## src/rtl/debouncer.sv

```systemverilog
// Per-bit key debouncer: two-flop synchroniser followed by a per-channel
// stability counter. The output adopts a new level only after that level
// has been seen on the synchronised input for STABLE_COUNT consecutive clocks.
module debouncer #(
  parameter int unsigned WIDTH        = 4,
  parameter int unsigned STABLE_COUNT = 3
) (
  input  logic             clk,
  input  logic             reset,
  input  logic [WIDTH-1:0] key_in,
  output logic [WIDTH-1:0] key_out
);

  localparam int unsigned CNT_W = $clog2(STABLE_COUNT + 1);
  localparam logic [CNT_W-1:0] CNT_LAST = CNT_W'(STABLE_COUNT - 1);

  logic [WIDTH-1:0] s1;
  logic [WIDTH-1:0] s2;
  logic [CNT_W-1:0] cnt [WIDTH];

  // Two-stage synchroniser for the asynchronous key levels.
  always_ff @(posedge clk) begin
    if (reset) begin
      s1 <= '0;
      s2 <= '0;
    end else begin
      s1 <= key_in;
      s2 <= s1;
    end
  end

  // Per-channel stability counter; any return to the current output level restarts it.
  always_ff @(posedge clk) begin
    if (reset) begin
      key_out <= '0;
      for (int i = 0; i < int'(WIDTH); i++) begin
        cnt[i] <= '0;
      end
    end else begin
      for (int i = 0; i < int'(WIDTH); i++) begin
        if (s2[i] == key_out[i]) begin
          cnt[i] <= '0;
        end else if (cnt[i] == CNT_LAST) begin
          key_out[i] <= s2[i];
          cnt[i]     <= '0;
        end else begin
          cnt[i] <= cnt[i] + CNT_W'(1);
        end
      end
    end
  end

endmodule

```

## config.mk

```make
export PLATFORM = sky130hd
export DESIGN_NAME = debouncer
export DESIGN_NICKNAME = d
export VERILOG_FILES = /design/src/rtl/debouncer.sv
export SDC_FILE = /design/constraint.sdc
export NUM_CORES = 1
export LEC_CHECK = 0
export ABC_AREA = 1
export CAP_MARGIN = 20
export CELL_PAD_IN_SITES_DETAIL_PLACEMENT = 2
export CELL_PAD_IN_SITES_GLOBAL_PLACEMENT = 2
export CORE_ASPECT_RATIO = 1.25
export CORE_UTILIZATION = 32
export DETAILED_ROUTE_END_ITERATION = 8
export PLACE_DENSITY = 0.85
export SLEW_MARGIN = 20
export SYNTH_ARGS = -nofsm -noshare
export SYNTH_HDL_FRONTEND = slang
export SYNTH_SLANG_ARGS = --single-unit
```

## constraint.sdc

```tcl
create_clock -name clk -period 1.11 [get_ports clk]
set_input_delay 0.222 -clock clk [delete_from_list [all_inputs] [get_ports clk]]
set_output_delay 0.222 -clock clk [all_outputs]
set_load 0.01 [all_outputs]
```

## Word level (Yosys, flattened, before mapping)

Memory sizes are Yosys's and may differ from the RTL's.
Cells that the tools add are included.
W data, S select, Z words.

- Bits in writable memories: 8
- Memories: 1
- Bits of input ports: 6
- Register bits after elaboration: 12

Memory list:

| name | words | width | read ports | clocked after Yosys merged registers in | write ports | RTL line | RTL |
|---|---|---|---|---|---|---|---|
| cnt | 4 | 2 | 4 | 0 | 4 | 19 | `logic [CNT_W-1:0] cnt [WIDTH];` |

- Multiplexer cells: 58
- Reductions and logical operators: 4
- Equal/unequal tests: 8
- Bitwise logic cells: 16
- Add/subtract/negate cells: 4

Operators with widths:

| operator | count |
|---|---|
| $mux W1 | 46 |
| $mux W2 | 12 |
| $or A1 B1 Y1 | 12 |
| $add A2 B1 Y2 const B | 4 |
| $eq A2 B2 Y1 const B | 4 |
| $reduce_and A2 Y1 | 4 |
| $eq A1 B1 Y1 | 4 |
| $not A1 Y1 | 4 |

## Logic depth before layout (Yosys ltp)

- Word-level depth: 7
- Depth in mapped cells: 5

## Least setup slack after synthesis

OpenSTA, ideal clock, no wires.

- Kind: register -> register
- From: mem cnt[0][0] (netlist bit)
- To: mem cnt[0][0] (netlist bit) (data pin)
- Buffers on the path: 0
- Setup time: 252 ps
- Stages on the path, launching flop included: 6
- Setup slack: 109 ps
- Arrival time: 748 ps
- Cells stage by stage: edfxtp_1 > inv_1 > ha_1 > nor2_1 > nand3_1 > nor2_1

RTL lines:

| element | RTL line |
|---|---|
| start: declaration | 19 |

==> summary.md <==
| Metric | Value |
|---|---|
| Outcome | finished, violations left |
| Violations in the final reports | setup timing |
| Xor/xnor cell area share of the yosys netlist | 0% |
| Total GRT Usage | 16.3% |
| Final HPWL DP | 1.41 mm |
| Maximum clock rate | 895 MHz |
| Initial antenna violation count | 0 |
| Max stage delay cell, worst path | edfxtp_1 |
| Sequential-to-total area share from yosys stat | 57.7% |
| R2r setup slk | -0.008 ns |
| Slowest stage delay, CP | 0.42 ns |
| Cell Area, Synth | 832 um2 |
| Pwr Total | 1460 uW |
| Most frequent CP cell | nor2_1 |
| Worst r2r path cells | 5 |
| Finished Layout Cells | 159 |
| Fin. Hold Viols | 0 |
| DRT Pass-1 Iters | 3 |
| WHS | 0.351 ns |
| Post-synth EDFFs | 8 |
| Filler cell count | 282 |
| Drt drc | 0 |
| Complex-gate fraction of the synthesized area | 0% |
| Pre-CTS WS | -0.321 ns |
| Leak | 0.000538 uW |
| Max-slew violations | 0 |
| I/O Buffers | 9 |
| Wire per inst | 12.6 um |
| Worst Path Buf+Inv | 1 |
| Max Cap Violations | 0 |
| CTS Sinks | 20 |
| Die area | 2810 um2 |
| P&R area growth vs syn | 41.7% |
| Drt via density | 4.24 |
| Adder and majority gate portion of the synthesized area | 6.02% |
| Yosys top cell by area | dfxtp_1 |
| Crit. path cell count | 5 |
| Fin crit period | 1.12 ns |
| Final GP Congestion | 0.664 |
| DR iter-0 viols | 3 |
| Grt total ovfl | 0 |
| Setup Skew | 0.000731 ns |
| CTS clk-pin slew, worst paths | 0.11 ns |
| Worst setup margin | -0.00759 ns |
| Post-Syn Instances | 95 |
| Top-count cell post-synth | nor2_1 |
| CTS max path bufs | 2 |
| Synth cell types | 11 |
| Required @ worst endpoint | 1.19 ns |
| CTS Buf Count | 3 |
| Clock tree root buffer cell | clkbuf_4 |
| Vias in the first global route | 725 |
| Crit path kind | reg2reg |
| Largest net degree at the start of global routing | 12 |
| Hold-fix buffer count after cts | 0 |
| WP data arrival | 1.20 ns |
| Hold Path Class | in2reg |
| Peak supply drop | 780 uV |
| Main area contributors after synthesis | dfxtp_1 29%, edfxtp_1 29%, nor2_1 13% |
| First-pass GRT wire length | 3.05 mm |
| Share of the synthesized area in the top cell type | 28.9% |
| Drt total wl | 2.01 mm |
| Placed Instances | 150 |
| Final core area utilization | 48.1% |
| CP Launch Type | flip-flop |
| Initial Util | 33.9% |
| Total number of vias | 674 |
| Die height | 59.0 um |
| Main combinational cell family by area after synthesis | simple AND/OR/NAND/NOR gates |
| Core ar. | 2450 um2 |
| Syn_area_per_cell | 8.76 um2 |
| Yosys Warn Count | 0 |
| Top FF cell, synth | dfxtp_1 |
| Mux share of post-synthesis cell area | 0% |
| Worst setup path startpoint | cnt[2][0]$_SDFFCE_PN0P_ |
| Crit-path max FO | 2 |
| Worst-skew pair later-pin latency | 0.31 ns |
| Worst flop-to-flop path endpoint | cnt[2][1]$_SDFFCE_PN0P_ |
| Worst path cell trace | inv_1, ha_2, nor2_1, nand3_1, nor2_1 |
| Endpoint class of the critical path | flip-flop |
| CTS H-Tree Depth | 1 |
| CP delay by family, top | flip-flops |
| Share of cells above drive strength 1 | 36.5% |
| Num rows | 20 |
| Critical Path Sink | cnt[2][1]$_SDFFCE_PN0P_ |
| Setup violators final | 2 |
| RSZ-0062 raised after global routing | yes |
| DRT antenna net count | 0 |
| Worst R2R Start | cnt[2][0]$_SDFFCE_PN0P_ |
| Top cells by count, synth | 28 x nor2_1, 24 x inv_1, 12 x dfxtp_1, 8 x edfxtp_1, 8 x nand2_1 |
| I/O pin count | 10 |
| CTS tree | done |
| Ys async rst share | 0% |
| Pwr/cell area | 1240 nW/um2 |
| ANT cells | 0 |
| Post-layout nets | 137 |
| Width of the die | 47.6 um |
| Fin crit share | 101% |
| Post-Synth Simple-Gate Area | 22.3% |
| Number of synthesized register bits | 20 |
[power breakdown]
group          internal, uW  leakage, uW  switching, uW
logic                   103     0.000334            106
registers               805     0.000183           21.4
clock network           201    0.0000210            229
[worst register-to-register path, stage by stage, from the launching register on]
cell and delay [ns]:
edfxtp_1 0.42, inv_1 0.08, ha_2 0.18, nor2_1 0.04, nand3_1 0.12, nor2_1 0.05
[how the worst min path moves through the flow]
stage	start	end	slack (ns)	cells past startpoint
2_1_floorplan	key_in[0]	s1[0]$_SDFF_PP0_	0.33	2
3_3_place_gp	s1[2]$_SDFF_PP0_	s2[2]$_SDFF_PP0_	0.39	2
3_5_place_dp	s1[2]$_SDFF_PP0_	s2[2]$_SDFF_PP0_	0.40	2
4_1_cts	key_in[0]	s1[0]$_SDFF_PP0_	0.42	3
5_1_grt	reset	key_out[3]$_SDFFE_PP0P_	0.37	2
6_report	reset	key_out[3]$_SDFFE_PP0P_	0.35	2
[cell families (layout without fill, tap and decap cells)]
family / Yosys count / count (layout)
and+or+nand+nor: 44 / 44
other: 1 / 8
buffers and inverters: 26 / 50
adders and majority gates: 4 / 4
DFF: 20 / 20
[per-stage QoR]
stage                     cell area [um2]  TNS [ns]
after CTS                            1120   -0.0256
after floorplan                       858         0
after global routing                 1180    -0.355
after detailed placement             1030     -3.93
final                                1180  -0.00785
after global placement               1030     -3.11
[area by class of cell]
class	count	area, um2	area share [%]
well taps	33	41.3	3.50
flip-flops and latches	20	485	41.2
inverters	24	90.1	7.64
clock buffers	4	36.3	3.08
multi-input cells	56	345	29.3
repair buffers	22	180	15.3
[flip-flops by register name (all words and copies together), names as in the netlist]
name     cells
s2           4
cnt          8
s1           4
key_out      4
[per-layer routing]
metal  part of all wire [%]  wire length, um  global-route usage [%]  vias to the layer above
met3                    2.4               49                    1.83                        4
li1                       -                -                       -                      332
met4                    2.2               45                    11.9                        0
met2                     56             1120                    28.4                       11
met1                     39              791                    17.1                      327
met5                      0                0                       0                        -
[what timing repair did]
action,4_1_cts,5_1_grt
setup buffers,3,2
hold endpoints to repair,0,0
setup endpoints to repair,11,16
pin swaps,6,10
gates resized for setup,21,24
[cells in the final DEF, fill, tap and decap left out, types with 3 or more instances in the layout]
cell type        synthesis  layout
buf_2                    0       3
buf_4                    0      12
clkbuf_4                 0       3
clkdlybuf4s50_1          0       4
conb_1                   1       8
dfxtp_1                 12       8
dfxtp_2                  0       4
edfxtp_1                 8       8
inv_1                   24      20
inv_2                    0       4
nand2_1                  8       8
nor2_1                  28      19
nor2_2                   0       7
(Power assumes the default switching activity.)
